`src/rtl/num_pkg.sv`:
```
// Shared types for the fetch/sequence unit: opcodes, serial-op selects and FSM states.
package num_pkg;

  localparam int OP_W = 3;

  typedef enum logic [OP_W-1:0] {
    OPC_NOP      = 3'b000,
    OPC_STALL    = 3'b001,
    OPC_MULT_YD  = 3'b010,
    OPC_MULT_X1D = 3'b011,
    OPC_ADD_YX   = 3'b100,
    OPC_RSVD     = 3'b101,
    OPC_WAIT_SW  = 3'b110,
    OPC_LOAD_X   = 3'b111
  } opcode_t;

  typedef enum logic [1:0] {
    SOP_MULT_YD  = 2'd0,
    SOP_MULT_X1D = 2'd1,
    SOP_ADD_YX   = 2'd2
  } serop_t;

  typedef enum logic [2:0] {
    ST_FETCH,
    ST_DECODE,
    ST_BUBBLE,
    ST_EXEC,
    ST_WAITSW
  } fetch_state_t;

endpackage

```
`src/rtl/pc_counter.sv`:
```
// Program counter: synchronous active-low clear, increment enable, natural wrap.
module pc_counter #(
  parameter int Psize = 3
) (
  input  logic             i_clk,
  input  logic             i_clr_n,
  input  logic             i_inc,
  output logic [Psize-1:0] o_count
);

  logic [Psize-1:0] r_count;

  always_ff @(posedge i_clk) begin
    if (!i_clr_n)
      r_count <= '0;
    else if (i_inc)
      r_count <= r_count + 1'b1;
  end

  assign o_count = r_count;

endmodule

```
`src/rtl/fetch_seq.sv`:
```
// Instruction fetch/sequence unit: reads the program ROM, decodes each opcode and
// drives the bit-serial datapath through a start/done handshake.
//
// state  | meaning
// FETCH  | latch ROM word into ir and advance pc when i_en=1
// DECODE | pick next state; schedule registered start/load pulses
// BUBBLE | single idle cycle for STALL
// EXEC   | serial op running; leave on i_done
// WAITSW | hold while i_sw=1
module fetch_seq
  import num_pkg::*;
#(
  parameter int Psize = 3,
  parameter int Isize = 2
) (
  input  logic             i_clk,
  input  logic             i_rst_n,
  output logic [Psize-1:0] o_address,
  input  logic [Isize:0]   i_instr,
  input  logic             i_en,
  input  logic             i_sw,
  output logic             o_start,
  output logic [1:0]       o_op,
  input  logic             i_done,
  output logic             o_load,
  output logic             o_busy
);

  fetch_state_t r_state, w_state_nxt;
  logic [Isize:0] r_ir;
  logic           r_start, r_load;
  serop_t         r_op;
  logic           w_inc, w_ir_ld;
  logic           w_start_nxt, w_load_nxt;
  serop_t         w_op_nxt;
  opcode_t        w_opc;

  assign w_opc = opcode_t'(r_ir);

  pc_counter #(.Psize(Psize)) u_pc (
    .i_clk   (i_clk),
    .i_clr_n (i_rst_n),
    .i_inc   (w_inc),
    .o_count (o_address)
  );

  always_ff @(posedge i_clk) begin
    if (!i_rst_n) begin
      r_state <= ST_FETCH;
      r_ir    <= '0;
      r_start <= 1'b0;
      r_load  <= 1'b0;
      r_op    <= SOP_MULT_YD;
    end else begin
      r_state <= w_state_nxt;
      if (w_ir_ld)
        r_ir <= i_instr;
      r_start <= w_start_nxt;
      r_load  <= w_load_nxt;
      r_op    <= w_op_nxt;
    end
  end

  always_comb begin
    w_state_nxt = r_state;
    w_inc       = 1'b0;
    w_ir_ld     = 1'b0;
    unique case (r_state)
      ST_FETCH: begin
        if (i_en) begin
          w_inc       = 1'b1;
          w_ir_ld     = 1'b1;
          w_state_nxt = ST_DECODE;
        end
      end
      ST_DECODE: begin
        case (w_opc)
          OPC_STALL:                            w_state_nxt = ST_BUBBLE;
          OPC_MULT_YD, OPC_MULT_X1D, OPC_ADD_YX: w_state_nxt = ST_EXEC;
          OPC_WAIT_SW:                          w_state_nxt = ST_WAITSW;
          default:                              w_state_nxt = ST_FETCH;
        endcase
      end
      ST_BUBBLE: w_state_nxt = ST_FETCH;
      ST_EXEC:   if (i_done) w_state_nxt = ST_FETCH;
      ST_WAITSW: if (!i_sw)  w_state_nxt = ST_FETCH;
      default:   w_state_nxt = ST_FETCH;
    endcase
  end

  // Pulses are computed in DECODE and become visible in the following state.
  always_comb begin
    w_start_nxt = 1'b0;
    w_load_nxt  = 1'b0;
    w_op_nxt    = r_op;
    if (r_state == ST_DECODE) begin
      case (w_opc)
        OPC_MULT_YD:  begin w_start_nxt = 1'b1; w_op_nxt = SOP_MULT_YD;  end
        OPC_MULT_X1D: begin w_start_nxt = 1'b1; w_op_nxt = SOP_MULT_X1D; end
        OPC_ADD_YX:   begin w_start_nxt = 1'b1; w_op_nxt = SOP_ADD_YX;   end
        OPC_LOAD_X:   w_load_nxt = 1'b1;
        default:      ;
      endcase
    end
  end

  assign o_start = r_start;
  assign o_load  = r_load;
  assign o_op    = r_op;
  assign o_busy  = (r_state != ST_FETCH);

endmodule

```
`config.mk`:
```
export PLATFORM = sky130hd
export DESIGN_NAME = fetch_seq
export DESIGN_NICKNAME = d
export VERILOG_FILES = /design/src/rtl/num_pkg.sv /design/src/rtl/pc_counter.sv /design/src/rtl/fetch_seq.sv
export SDC_FILE = /design/constraint.sdc
export NUM_CORES = 1
export LEC_CHECK = 0
export BUFFER_PORTS_ARGS = -buffer_cell sky130_fd_sc_hd__buf_2
export CORE_MARGIN = 2
export CORE_UTILIZATION = 29
export CTS_CLUSTER_DIAMETER = 150
export CTS_CLUSTER_SIZE = 16
export DETAILED_ROUTE_END_ITERATION = 16
export PLACE_DENSITY = 0.56
export SLEW_MARGIN = 20
export SYNTH_ARGS = -nofsm -noshare
export SYNTH_HDL_FRONTEND = slang
export SYNTH_HIERARCHICAL = 1
export SYNTH_SLANG_ARGS = --single-unit
```
`constraint.sdc`:
```
create_clock -name i_clk -period 3.1 [get_ports i_clk]
set_input_delay 0 -clock i_clk [delete_from_list [all_inputs] [get_ports i_clk]]
set_output_delay 0 -clock i_clk [all_outputs]
set_load 0.01 [all_outputs]
```
**Yosys cells after proc, flatten, opt, wreduce, memory -nomap -nowiden**

Index checks and enable logic that the tools add are counted.

- Flip-flop bits (word level): 13
- Input bits: 8
- Output and inout bits: 8
- Logic and storage cells: 36

- $add $sub $neg: 1
- Eq/ne operators: 12
- Multiplexer cells: 10
- Reductions and logical operators: 7

Operator list:

| cell | count |
|---|---|
| $eq 3x3->1 const B | 4 |
| $pmux 3 s4 | 1 |
| $eq 3x2->1 const B | 3 |
| $mux 3 | 3 |
| $pmux 3 s3 | 1 |
| $eq 3x1->1 const B | 2 |
| $ne 2x2->1 const B | 3 |
| $pmux 2 s3 | 1 |
| $reduce_bool 3->1 | 2 |
| $mux 1 | 4 |
| $reduce_and 2->1 | 2 |
| $add 3x1->3 const B | 1 |
| $logic_not 3->1 | 1 |
| $reduce_and 3->1 | 1 |
| $reduce_or 3->1 | 1 |

**Logic depth before layout (Yosys ltp)**

- Word-level depth: 4
- Gate-level depth with buffers: 4
- Depth with buffers taken out: 3

**By module**

The synthesis kept the hierarchy.

By module, submodules not included:

| module | instances | cells an instance | area each (µm²) | seq. area each (µm²) |
|---|---|---|---|---|
| fetch_seq | 1 | 60 | 511.7 | 200.2 |
| pc_counter | 1 | 12 | 127.6 | 60.1 |

**Worst setup path after synthesis**

Ideal clock, no wire load.

- Path type: reg2reg
- Start point: register r_state[0]
- End point: register u_pc.r_count[1] (netlist: u_pc/o_count[1])
- Arrival time: 1330 ps
- Required time: 2984 ps
- Slack: 1654 ps
- Cell stages (with the launch flop): 5
- Clock period less this slack: 1446 ps
- Path through: dfxtp_1 -> clkbuf_2 -> nor4b_2 -> mux2i_1 -> nor2b_1

- Cells in the longest elaborated chain, start to end: 2

RTL lines:

| item | RTL line | text |
|---|---|---|
| start: declaration | fetch_seq.sv:29 | `fetch_state_t r_state, w_state_nxt;` |
| start signal: assignment | fetch_seq.sv:55 | `r_state <= w_state_nxt;` |
| $logic_not 3->1 | fetch_seq.sv:68 | `unique case (r_state)` |
| $mux 1 | fetch_seq.sv:68 |  |
| via w_inc | fetch_seq.sv:33 | `logic w_inc, w_ir_ld;` |
| end signal: assignment | pc_counter.sv:17 | `r_count <= r_count + 1'b1;` |
| end: declaration | pc_counter.sv:11 | `logic [Psize-1:0] r_count;` |

The timed path passes the listed nets, and every way through them passes these cells.
A chain may end at the register's enable or synchronous reset.

**Worst setup path in the final report**

- Start point: register r_state[0]
- End point: register u_pc.r_count[2] (netlist: u_pc/o_count[2])

The elaborated chain is that of the path after synthesis.

==> results by group <==
Worst hold path
  – Hold Path Class: input port to flop
  – Worst hold start: i_done

Global routing
  – GRT Util Overall: 0.116
  – Overflow after GRT: 0
  – Vias in the first global route: 510
  – Largest net degree at the start of global routing: 12
  – Initial antenna violation count: 0
  – First-pass GRT wire length: 2.15 mm

Route
  – DR vias: 579
  – DR WL/cell: 11.5 µm
  – DRC viols: 0
  – 1st-iter DRT viols: 8
  – Total wire length: 1.34 mm
  – Post-route ant nets: 0
  – Vias per inst: 4.95
  – DR pass1 iterations: 4

Final layout
  – Util after Layout: 0.389
  – Register area: 260 µm²
  – Commonest cells after routing, fill and taps aside: buf_2 (15), dfxtp_1 (13), nor2b_1 (6)
  – Area grow syn2layout: 23.1%
  – ANT cells: 0
  – Commonest non-fill, non-tap cell in the layout: buf_2
  – Multi-input gate area: 350 µm²
  – Fin nets: 100
  – Fillers: 219
  – Final instance area: 787 µm²
  – Fraction of layout cells with a size suffix above 1: 0.233

Logic synthesis
  – Seq/Total Area, Yosys: 0.407
  – Synthesis-stage register bit count: 13
  – Syn nets: 81
  – Post-Syn Area: 639 µm²
  – Post-synth cell types: 28
  – Avg Inst Size Synth: 8.88 µm²
  – Syn Inst Count: 72
  – Warnings from Yosys: 6

Setup path
  – Setup crit start kind: flop
  – Crit Path Class: flop to flop
  – Crit path DAT: 1.68 ns
  – Max incr delay on CP: 0.71 ns
  – Critical path peak fanout: 9
  – Reg2reg start: r_state[0]$_SDFFE_PN0P_
  – Crit path buf inv count: 0
  – Slowest CP cell: nor4b_2
  – Critical path required time: 3.27 ns
  – Sequence of cells on the critical path: nor4b_2, nand2_1, mux2i_1
  – Critical path's top delay family: simple AND/OR/NAND/NOR gates
  – CP endpoint kind: flop
  – CP Launch Point: r_state[0]$_SDFFE_PN0P_

STA
  – Setup Viol. Count Final: 0
  – Max_slew headroom: 0.503
  – TNS Setup: 0 ns
  – Tmin final: 1.51 ns
  – Max-slew violations: 0
  – Worst setup margin: 1.59 ns
  – Worst Skew: 0.000941 ns
  – RSZ-0062 raised after global routing: no
  – Peak Freq: 664 MHz
  – Slew @ Worst Pin: 0.743 ns
  – Fin crit share: 0.486
  – Final hold viol count: 0

Run status
  – Status: completed

Floorplan
  – Die area: 0.00260 mm²
  – # rows: 16
  – Num ports: 16
  – Die Span Y: 51.0 µm
  – Die Wd: 51.0 µm
  – CORE AREA: 0.00202 mm²
  – Starting Density: 0.316

Power
  – Pwr/cell area: 513 mW/mm²
  – P_leak: 0.000348 µW
  – Peak VDD IR: 309 µV

Clock network
  – Clk buf depth: 2
  – H-tree depth: 1
  – Skew-Pair Late Insertion Delay: 0.28 ns
  – CTS resizes: 0
  – Clk slew on worst S/H paths: 0.08 ns
  – CTS tree: yes
  – Clk sinks: 13
  – Root buf cell: clkbuf_4
  – Setup bufs post-CTS: 0
  – TritonCTS Buffers: 3

Placed design
  – Worst slack at placement: 1.58 ns
  – IO Port Bufs: 15
  – GPL Wtd Cong: 0.781
  – Hpwl dp: 953 µm
  – Area after DPL: 731 µm²

Run
  – Max-capacitance violation count: 0
[stage by stage]
step                hold slack, ns  std cells  power [µW]
floorplan                    0.122         72         273
global placement             0.253        110         297
detailed placement           0.252        110         298
CTS                         0.0136        117         411
global route                0.0446        117         433
finish                      0.0264        117         404
[routing by layer]
metal | track usage | up-vias | wire length (µm)
li1 | - | 287 | -
met1 | 0.135 | 272 | 633
met2 | 0.165 | 18 | 593
met3 | 0.0614 | 2 | 94
met4 | 0.0766 | 0 | 19
met5 | 0 | - | 0
[cells by family (layout without fill, tap and decap cells)]
kind of cell    after synthesis  in the layout  synth area share
mux                           5              5            0.0783
compound gates               11             11             0.114
buf+inv                       7             25            0.0450
xor+xnor                      2              2            0.0274
fa+ha+maj                     1              1            0.0196
flops                        13             13             0.407
simple gates                 33             33             0.309
[area by class of cell]
type / instances / area share
clock buffer: 4 / 0.0334
inverter: 3 / 0.0143
multi-input combinational: 52 / 0.445
sequential: 13 / 0.331
tap: 27 / 0.0429
timing repair buffer: 18 / 0.134
[worst paths after layout]
check                                               endpoint  slack (ns)  cells after the start
worst max-delay path            u_pc/o_count[2]$_SDFFE_PN0P_        1.59                      3
worst min-delay path                 r_state[2]$_SDFFE_PN0P_        0.03                      4
worst max register to register  u_pc/o_count[2]$_SDFFE_PN0P_        1.59                      3
worst min register to register  u_pc/o_count[2]$_SDFFE_PN0P_        0.49                      2
[worst register-to-register path, cell delays in order, from the launching register on]
cell and delay (ns):
dfxtp_1 0.38, nor4b_2 0.71, nand2_1 0.15, mux2i_1 0.16
[registers in the layout, summed over array words and instances, names as in the netlist]
name	cells
o_load	1
u_pc/o_count	3
o_start	1
r_ir	3
o_op	2
r_state	3
[cells in the mapped netlist]
cell | count | area share
nor4b_2 | 1 | 0.023
or3b_2 | 2 | 0.027
xnor2_1 | 1 | 0.014
nand3_1 | 2 | 0.016
o211a_1 | 1 | 0.016
or4_1 | 1 | 0.012
ha_1 | 1 | 0.020
or3_1 | 2 | 0.020
inv_1 | 3 | 0.018
clkbuf_1 | 2 | 0.012
mux2i_1 | 5 | 0.078
o311a_1 | 1 | 0.016
nand3b_1 | 1 | 0.012
a311oi_1 | 1 | 0.014
and2_1 | 3 | 0.029
o21bai_1 | 1 | 0.012
a31oi_1 | 1 | 0.0098
nor3_1 | 5 | 0.039
nor3b_1 | 1 | 0.012
nand2b_1 | 2 | 0.020
nor2_1 | 4 | 0.023
dfxtp_1 | 13 | 0.41
a21oi_1 | 4 | 0.031
o21ai_0 | 2 | 0.016
nand2_1 | 3 | 0.018
xor2_1 | 1 | 0.014
clkbuf_2 | 2 | 0.016
nor2b_1 | 6 | 0.059
[report_power, final]
group	leakage, µW	internal, µW	total (µW)	switching, µW
clock	0.0000150	49.9	107	57.5
combinational	0.000227	49.7	93.0	43.3
sequential	0.000106	182	203	21.9
[repair_timing]
action,in CTS,in global routing
endpoints found under the setup margin,0,0
hold endpoints to repair,3,0
hold buffers,3,0
Power figures use the tool's default switching activity.
